`src/rtl/systolic_mac_array.sv`:
```
// systolic_mac_array: N x N output-stationary systolic array over four selectable semirings.
// Define SYSTOLIC_TROPICAL_EN to enable the max-plus datapath for mode 11 (otherwise mode 11 = modular).
`default_nettype none

module systolic_mac_array #(
  parameter int N = 4,
  parameter int W = 4
) (
  input  logic           clk,
  input  logic           rst_n,
  input  logic [1:0]     mode,
  input  logic           in_valid,
  output logic           in_ready,
  input  logic           in_last,
  input  logic [N*W-1:0] in_a,
  input  logic [N*W-1:0] in_b,
  output logic           out_valid,
  input  logic           out_ready,
  output logic [N*W-1:0] out_row,
  output logic           busy
);

  localparam int CW = $clog2(2 * N);
  localparam int RW = $clog2(N);
  localparam logic [W-1:0] MAXV = '1;

  typedef enum logic [1:0] {IDLE, ACCUM, FLUSH, DRAIN} state_t;

  state_t        state_q, state_d;
  logic [CW-1:0] cnt_q, cnt_d;
  logic [1:0]    mode_q, mode_d;
  logic          up_q, up_d;

  // ska/skb: per-row/column skew lines, entry at index i (or j), read at index 0
  logic [W-1:0] ska_q [N][N];
  logic [W-1:0] ska_d [N][N];
  logic [W-1:0] skb_q [N][N];
  logic [W-1:0] skb_d [N][N];
  logic [W-1:0] a_q   [N][N-1];
  logic [W-1:0] a_d   [N][N-1];
  logic [W-1:0] b_q   [N-1][N];
  logic [W-1:0] b_d   [N-1][N];
  logic [W-1:0] acc_q [N][N];
  logic [W-1:0] acc_d [N][N];
  logic [W-1:0] a_op  [N][N];
  logic [W-1:0] b_op  [N][N];

  logic          accept;
  logic          adv;
  logic          clear;
  logic [RW-1:0] row_idx;

  function automatic logic [W-1:0] mac_op(input logic [1:0] m, input logic [W-1:0] acc,
                                          input logic [W-1:0] a, input logic [W-1:0] b);
    logic [2*W-1:0] prod;
    logic [2*W:0]   sum;
    logic [W-1:0]   res;
`ifdef SYSTOLIC_TROPICAL_EN
    logic [W:0]     ts;
    logic [W-1:0]   tsat;
`endif
    prod = {{W{1'b0}}, a} * {{W{1'b0}}, b};
    sum  = {{(W+1){1'b0}}, acc} + {1'b0, prod};
    case (m)
      2'b00: res = acc | (a & b);
      2'b10: res = (sum[2*W:W] != '0) ? MAXV : sum[W-1:0];
`ifdef SYSTOLIC_TROPICAL_EN
      2'b11: begin
        ts   = {1'b0, a} + {1'b0, b};
        tsat = ts[W] ? MAXV : ts[W-1:0];
        res  = (tsat > acc) ? tsat : acc;
      end
`endif
      default: res = sum[W-1:0];
    endcase
    return res;
  endfunction

  assign accept    = in_valid & in_ready;
  assign adv       = accept | (state_q == FLUSH);
  assign clear     = accept & (state_q == IDLE);
  assign in_ready  = up_q & ((state_q == IDLE) | (state_q == ACCUM));
  assign out_valid = (state_q == DRAIN);
  assign busy      = (state_q != IDLE);
  assign row_idx   = cnt_q[RW-1:0];

  always_comb begin
    state_d = state_q;
    cnt_d   = cnt_q;
    mode_d  = mode_q;
    up_d    = 1'b1;
    case (state_q)
      IDLE: begin
        if (accept) begin
          mode_d  = mode;
          cnt_d   = '0;
          state_d = in_last ? FLUSH : ACCUM;
        end
      end
      ACCUM: begin
        if (accept && in_last) begin
          cnt_d   = '0;
          state_d = FLUSH;
        end
      end
      FLUSH: begin
        if (cnt_q == CW'(2 * N - 2)) begin
          cnt_d   = '0;
          state_d = DRAIN;
        end else begin
          cnt_d = cnt_q + CW'(1);
        end
      end
      default: begin
        if (out_ready) begin
          if (cnt_q == CW'(N - 1)) begin
            cnt_d   = '0;
            state_d = IDLE;
          end else begin
            cnt_d = cnt_q + CW'(1);
          end
        end
      end
    endcase
  end

  // Bubbles (flush or idle) carry zeros, which are neutral for every semiring.
  always_comb begin
    for (int i = 0; i < N; i++) begin
      for (int d = 0; d < N; d++) begin
        ska_d[i][d] = ska_q[i][d];
        skb_d[i][d] = skb_q[i][d];
        if (adv) begin
          if (d == i) begin
            ska_d[i][d] = accept ? in_a[i*W +: W] : '0;
            skb_d[i][d] = accept ? in_b[i*W +: W] : '0;
          end else if (d < N - 1) begin
            ska_d[i][d] = ska_q[i][(d < N - 1) ? d + 1 : d];
            skb_d[i][d] = skb_q[i][(d < N - 1) ? d + 1 : d];
          end else begin
            ska_d[i][d] = '0;
            skb_d[i][d] = '0;
          end
        end
      end
    end
    for (int i = 0; i < N; i++) begin
      for (int j = 0; j < N; j++) begin
        a_op[i][j]  = (j == 0) ? ska_q[i][0] : a_q[i][(j > 0) ? j - 1 : 0];
        b_op[i][j]  = (i == 0) ? skb_q[j][0] : b_q[(i > 0) ? i - 1 : 0][j];
        acc_d[i][j] = clear ? '0 :
                      (adv ? mac_op(mode_q, acc_q[i][j], a_op[i][j], b_op[i][j]) : acc_q[i][j]);
      end
    end
    for (int i = 0; i < N; i++) begin
      for (int j = 0; j < N - 1; j++) begin
        a_d[i][j] = adv ? a_op[i][j] : a_q[i][j];
        b_d[j][i] = adv ? b_op[j][i] : b_q[j][i];
      end
    end
  end

  always_comb begin
    out_row = '0;
    if (out_valid) begin
      for (int j = 0; j < N; j++) begin
        out_row[j*W +: W] = acc_q[row_idx][j];
      end
    end
  end

  always_ff @(posedge clk or negedge rst_n) begin
    if (!rst_n) begin
      state_q <= IDLE;
      cnt_q   <= '0;
      mode_q  <= '0;
      up_q    <= 1'b0;
      ska_q   <= '{default: '0};
      skb_q   <= '{default: '0};
      a_q     <= '{default: '0};
      b_q     <= '{default: '0};
      acc_q   <= '{default: '0};
    end else begin
      state_q <= state_d;
      cnt_q   <= cnt_d;
      mode_q  <= mode_d;
      up_q    <= up_d;
      ska_q   <= ska_d;
      skb_q   <= skb_d;
      a_q     <= a_d;
      b_q     <= b_d;
      acc_q   <= acc_d;
    end
  end

endmodule

`default_nettype wire

```
`config.mk`:
```
export PLATFORM = sky130hd
export DESIGN_NAME = systolic_mac_array
export DESIGN_NICKNAME = d
export VERILOG_FILES = /design/src/rtl/systolic_mac_array.sv
export SDC_FILE = /design/constraint.sdc
export NUM_CORES = 1
export LEC_CHECK = 0
export ABC_AREA = 1
export BUFFER_PORTS_ARGS = -buffer_cell sky130_fd_sc_hd__buf_4
export CAP_MARGIN = 10
export CELL_PAD_IN_SITES_DETAIL_PLACEMENT = 1
export CELL_PAD_IN_SITES_GLOBAL_PLACEMENT = 1
export CORE_UTILIZATION = 35
export DETAILED_ROUTE_END_ITERATION = 16
export PLACE_DENSITY = 0.69
export SETUP_SLACK_MARGIN = 0.1
export SYNTH_ARGS = -nofsm -noshare
export SYNTH_HDL_FRONTEND = slang
export SYNTH_SLANG_ARGS = --single-unit
```
`constraint.sdc`:
```
create_clock -name clk -period 3.2 [get_ports clk]
set_input_delay 0 -clock clk [delete_from_list [all_inputs] [get_ports clk]]
set_output_delay 0 -clock clk [all_outputs]
set_load 0.005 [all_outputs]
```
=== Yosys cells after proc, flatten, opt, wreduce, memory -nomap -nowiden ===
Cells that the tools add are included.

* Word-level logic and storage cells: 260
* Input bits: 39
* Register bits after elaboration: 248
* Output and inout port bits: 19

* Bitwise operators: 38
* Order comparisons: 1
* Mux-type cells: 89
* Eq/ne operators: 9
* Reductions and logical operators: 26
* $add $sub $neg: 17
* Multiply operators: 16

{| class="wikitable"
|+ Operator list
! operator !! number
|-
| $mux 4 || 56
|-
| $add 4x8->9 || 16
|-
| $mul 4x4->8 || 16
|-
| $pmux 4 s2 || 16
|-
| $reduce_bool 5->1 || 16
|-
| $and 4x4->4 || 16
|-
| $or 4x4->4 || 16
|-
| $mux 16 || 3
|-
| $bmux 16 s2 || 1
|-
| $mux 3 || 5
|-
| $mux 2 || 6
|-
| $pmux 3 s3 || 1
|-
| $reduce_bool 4->1 || 2
|-
| $eq 2x2->1 const B || 3
|-
| $pmux 2 s3 || 1
|-
| $reduce_and 5->1 || 1
|-
| $logic_not 2->1 || 2
|-
| $ne 2x1->1 const B || 2
|-
| $reduce_bool 2->1 || 2
|-
| $add 3x1->3 const B || 1
|-
| $and 1x1->1 || 3
|-
| $eq 3x2->1 const B || 1
|-
| $eq 3x3->1 const B || 1
|-
| $ge 3x3->1 const B || 1
|-
| other kinds (7) || 8
|}

=== Longest topological paths before layout ===
* Word-level depth: 7
* Gate-level depth with buffers: 16
* Mapped depth without buffers: 16

=== Worst setup path after synthesis ===
Ideal clock, no wire load.

* Path kind: flip-flop to flip-flop
* Start point: register skb_q (netlist bit b_op[55])
* End point: register acc_q[52] (netlist name)
* Required time: 3083 ps
* Clock period less this slack: 2878 ps
* Slack: 322 ps
* Arrival time: 2762 ps
* Buffers on the path: 0
* Cell stages (with the launch flop): 14
* Library setup time: 117 ps
* Cells stage by stage: dfrtp_1 nand2_1 fa_1 fa_1 fa_1 inv_1 ha_1 nand3_1 nand2_1 nand3_1 nand2_1 nand2_1 nand2_1 nand2_1

* Longest elaborated chain between the ends: 7

{| class="wikitable"
|+ Ends and longest elaborated chain
! what !! RTL line !! RTL
|-
| start: declaration || 37 || <nowiki>logic [W-1:0] skb_q [N][N];</nowiki>
|-
| start signal: assignment || 189 || <nowiki>skb_q <= skb_d;</nowiki>
|-
| $mul 4x4->8 || 62 || <nowiki>prod = {{W{1'b0}}, a} * {{W{1'b0}}, b};</nowiki>
|-
| $add 4x8->9 || 63 || <nowiki>sum = {{(W+1){1'b0}}, acc} + {1'b0, prod};</nowiki>
|-
| $reduce_bool 5->1 || 66 || <nowiki>2'b10: res = (sum[2*W:W] != '0) ? MAXV : sum[W-1:0];</nowiki>
|-
| $mux 4 || 66 ||
|-
| $pmux 4 s2 || 64 || <nowiki>case (m)</nowiki>
|-
| $mux 4 || 152 || <nowiki>(adv ? mac_op(mode_q, acc_q[i][j], a_op[i][j], b_op[i][j]) : acc_q[i][j]);</nowiki>
|-
| $mux 4 || 151 || <nowiki>acc_d[i][j] = clear ? '0 :</nowiki>
|-
| end signal: assignment || 182 || <nowiki>acc_q <= '{default: '0};</nowiki>
|-
| end signal: assignment || 192 || <nowiki>acc_q <= acc_d;</nowiki>
|-
| end: declaration || 43 || <nowiki>logic [W-1:0] acc_q [N][N];</nowiki>
|}

Every way passes these cells. The select of a mux whose other input is x is not followed.
A chain may end at the register's enable or synchronous reset.

=== Worst setup path in the final report ===
* Start point: register ska_q (netlist bit a_op[45])
* End point: register acc_q[47] (netlist name)

* Longest elaborated chain between the ends: 7

{| class="wikitable"
|+ Ends and longest elaborated chain
! what !! RTL line !! RTL
|-
| start: declaration || 35 || <nowiki>logic [W-1:0] ska_q [N][N];</nowiki>
|-
| start signal: assignment || 188 || <nowiki>ska_q <= ska_d;</nowiki>
|-
| $mul 4x4->8 (*) || 62 ||
|-
| $add 4x8->9 (*) || 63 ||
|-
| $reduce_bool 5->1 || 66 ||
|-
| $mux 4 || 66 ||
|-
| $pmux 4 s2 (*) || 64 ||
|-
| $mux 4 (*) || 152 ||
|-
| $mux 4 (*) || 151 ||
|}

Every way passes the cells marked *; elsewhere a longest branch is shown, timed or not. The select of a mux whose other input is x is not followed.

==> out/qor.txt <==
worst hold path class: input pin to asynchronous set/reset pin
cell leakage power: 14.9 nW
Synth top area share: 30.0%
Slew Limit Fails: 0
via count: 17600
clk sinks: 248
critical path fanouts, max: 4
die width: 245 um
vias in the first global route: 19700
Max-cap violations: 0
WP buf/inv: 1
slowest CP cell: fa_1
flops & latches, synth: 248
WL final: 61500 um
final worst path period need: 2990 ps
Final nets: 3373
diode count: 0
GP Congestion: 0.833
Worst Path Arrival: 3450 ps
Routed Antenna Nets: 0
most common cell after layout, fill and taps aside: nand2_1
Port Buffer Count: 57
mux cell area share after synthesis: 0%
Multi-input gate area: 12700 um2
final setup vio count: 0
Critical Setup Path Class: flop to flop
crit-path max cell delay: 570 ps
Tightest Pin Transition: 874 ps
share of cells above drive strength 1: 11.1%
final hold violation count: 0
largest net degree at the start of global routing: 102
CTS tree: done
Synth area leaders: dfrtp_1, ha_1, nand2_1
cell count after synthesis: 2683
Netlist cell types: 27
H-tree Lvls: 2
Root Buffer: clkbuf_16
R2R depth: 13
syn nets: 3163
peak supply drop: 531 uV
total gr overflow: 0
CTS buffer count: 34
xor/xnor cell area share of the yosys netlist: 0.677%
top cell family by delay on the critical path: adder cells
clock latency on the worst-skew pair: 560 ps
RSZ-0062 raised after global routing: yes
HPWL after DPL: 44800 um
biggest area consumer among synthesized cells: dfrtp_1
initial antenna violation count: 0
largest family of logic cells by synthesized area: adder cells
hold_ws: 101 ps
Syn. warnings: 0
DRC: 0
syn_area_per_cell: 7.71 um2
Core Box Area: 58000 um2
Post-Synth Simple-Gate Area: 24.5%
I/O pins: 58
endpoint class of the critical path: flop
reg2reg end: acc_q[47]$_DFFE_PN0P_
Max-slew headroom: 41.7%
Pre-antenna DRT Iters: 5
most frequent cells in the layout: nand2_1, inv_1, ha_1, dfrtp_1, buf_4
Reg-to-Reg Start: a_op[45]$_DFFE_PN0P_
clock buffer depth: 3
clock-pin slew on the worst setup and hold paths: 60 ps
CP Cell Sequence: nand2_2, fa_1, fa_1, fa_1, inv_1, ha_4, nand3_2, nand2_2, nand3_2, nand2_4, nand2_1, nand2_1, nand2_1
Power Dens Cells: 804 nW/um2
Compound-Gate Fraction of Synth Area: 4.08%
Reg area: 6220 um2
adder-cell share of the synthesized area: 30.7%
num rows: 88
period utilization: 93.4%
initial core utilization: 35.6%
total design power: 20.0 mW
DRT iter0 DRCs: 642
startpoint types: flop
mean routed wirelength per cell: 16.7 um
status: finished clean
# fillers: 7057
drt via density: 4.79
Total GRT Usage: 21.4%
sequential share of the synthesized area: 30.0%
full die area: 60100 um2
Layout area overhead: 20.4%
R2R Setup Slk: 210 ps
first-pass GRT wire length: 103000 um
f_max: 0.334 GHz
Die Y: 245 um
clock skew: 33.2 ps
CP required: 3660 ps
Mapped Area: 20700 um2
[state kept, by name, indices dropped and copies added, names as in the netlist]
register  cells
skb_q        24
ska_q        24
b_op         64
state_q       2
cnt_q         3
a_op         64
mode_q        2
acc_q        64
up_q          1
[metal layers]
layer  vias up  part of all wire, %  track usage [%]
met5         -                    0                0
met4         0                  2.8             7.21
met3        92                  2.5             2.48
met2       170                   51             39.3
met1      8772                   43             25.6
li1       8594                    -                -
[worst max-delay path by stage]
stage,start,to,cells past startpoint
final,a_op[45]$_DFFE_PN0P_,acc_q[47]$_DFFE_PN0P_,13
after floorplan,b_op[55]$_DFFE_PN0P_,acc_q[52]$_DFFE_PN0P_,13
after detailed placement,a_op[46]$_DFFE_PN0P_,acc_q[45]$_DFFE_PN0P_,13
after global routing,a_op[0]$_DFFE_PN0P_,acc_q[0]$_DFFE_PN0P_,14
after CTS,a_op[38]$_DFFE_PN0P_,acc_q[36]$_DFFE_PN0P_,13
after global placement,a_op[46]$_DFFE_PN0P_,acc_q[45]$_DFFE_PN0P_,13
[metrics by stage]
stage	setup TNS [ps]	cell area (um2)	util, %	setup slack (ps)	instances
6_report	0	24900	42.9	210	3682
5_1_grt	0	24900	42.9	40.3	3682
4_1_cts	0	24500	42.2	107	3667
3_5_place_dp	-37.7	22600	38.9	-21.2	3534
3_3_place_gp	0	22600	38.9	140	3534
2_1_floorplan	0	20700	-	322	2683
[where the power goes]
| group | internal (mW) | leakage [nW] | switching, mW |
|---|---|---|---|
| Combinational | 3.72 | 11.1 | 6.50 |
| Sequential | 4.47 | 3.26 | 1.29 |
| Clock | 2.43 | 0.567 | 1.60 |
| Total | 10.6 | 14.9 | 9.40 |
[logic make-up (layout without fill, tap and decap cells)]
family                     after synthesis  after routing
DFF                                    248            248
adders and majority gates              441            441
AOI/OAI and AO/OA                      168            168
xor gates and xnor gates                16             16
buffers and inverters                  525            759
other                                    1              1
and+or+nand+nor                       1284           1284
[Yosys cell counts]
cell type and count:
nor2_2 2, xor2_1 16, ha_1 329, nor2_1 167, nand2_2 1, nor2_8 1, clkinv_1 3, buf_1 1
buf_6 4, inv_2 2, buf_4 7, nand3b_1 16, buf_2 32, a21oi_1 63, o21a_1 1, fa_1 112
inv_1 446, clkbuf_1 30, nor2_4 1, nand2_4 1, nand3_1 83, dfrtp_1 248, o21ai_0 102, nand2_1 976
nor3_1 36, o21ai_1 2, conb_1 1
[layout make-up]
cell class,instances,share of cell area (%)
sequential,248,25.0
timing repair buffer,248,8.59
inverter,451,6.82
multi-input combinational,1910,51.1
clock inverter,16,0.834
clock buffer,44,3.81
tap,765,3.84
[repair_timing]
item                                    CTS  global route
endpoints found under the hold margin   131             0
hold buffers                             68             0
gates resized for setup                   4            80
pin swaps                                 0            26
endpoints found under the setup margin   12            64
setup buffers                             5            15
Power figures use the tool's default switching activity.
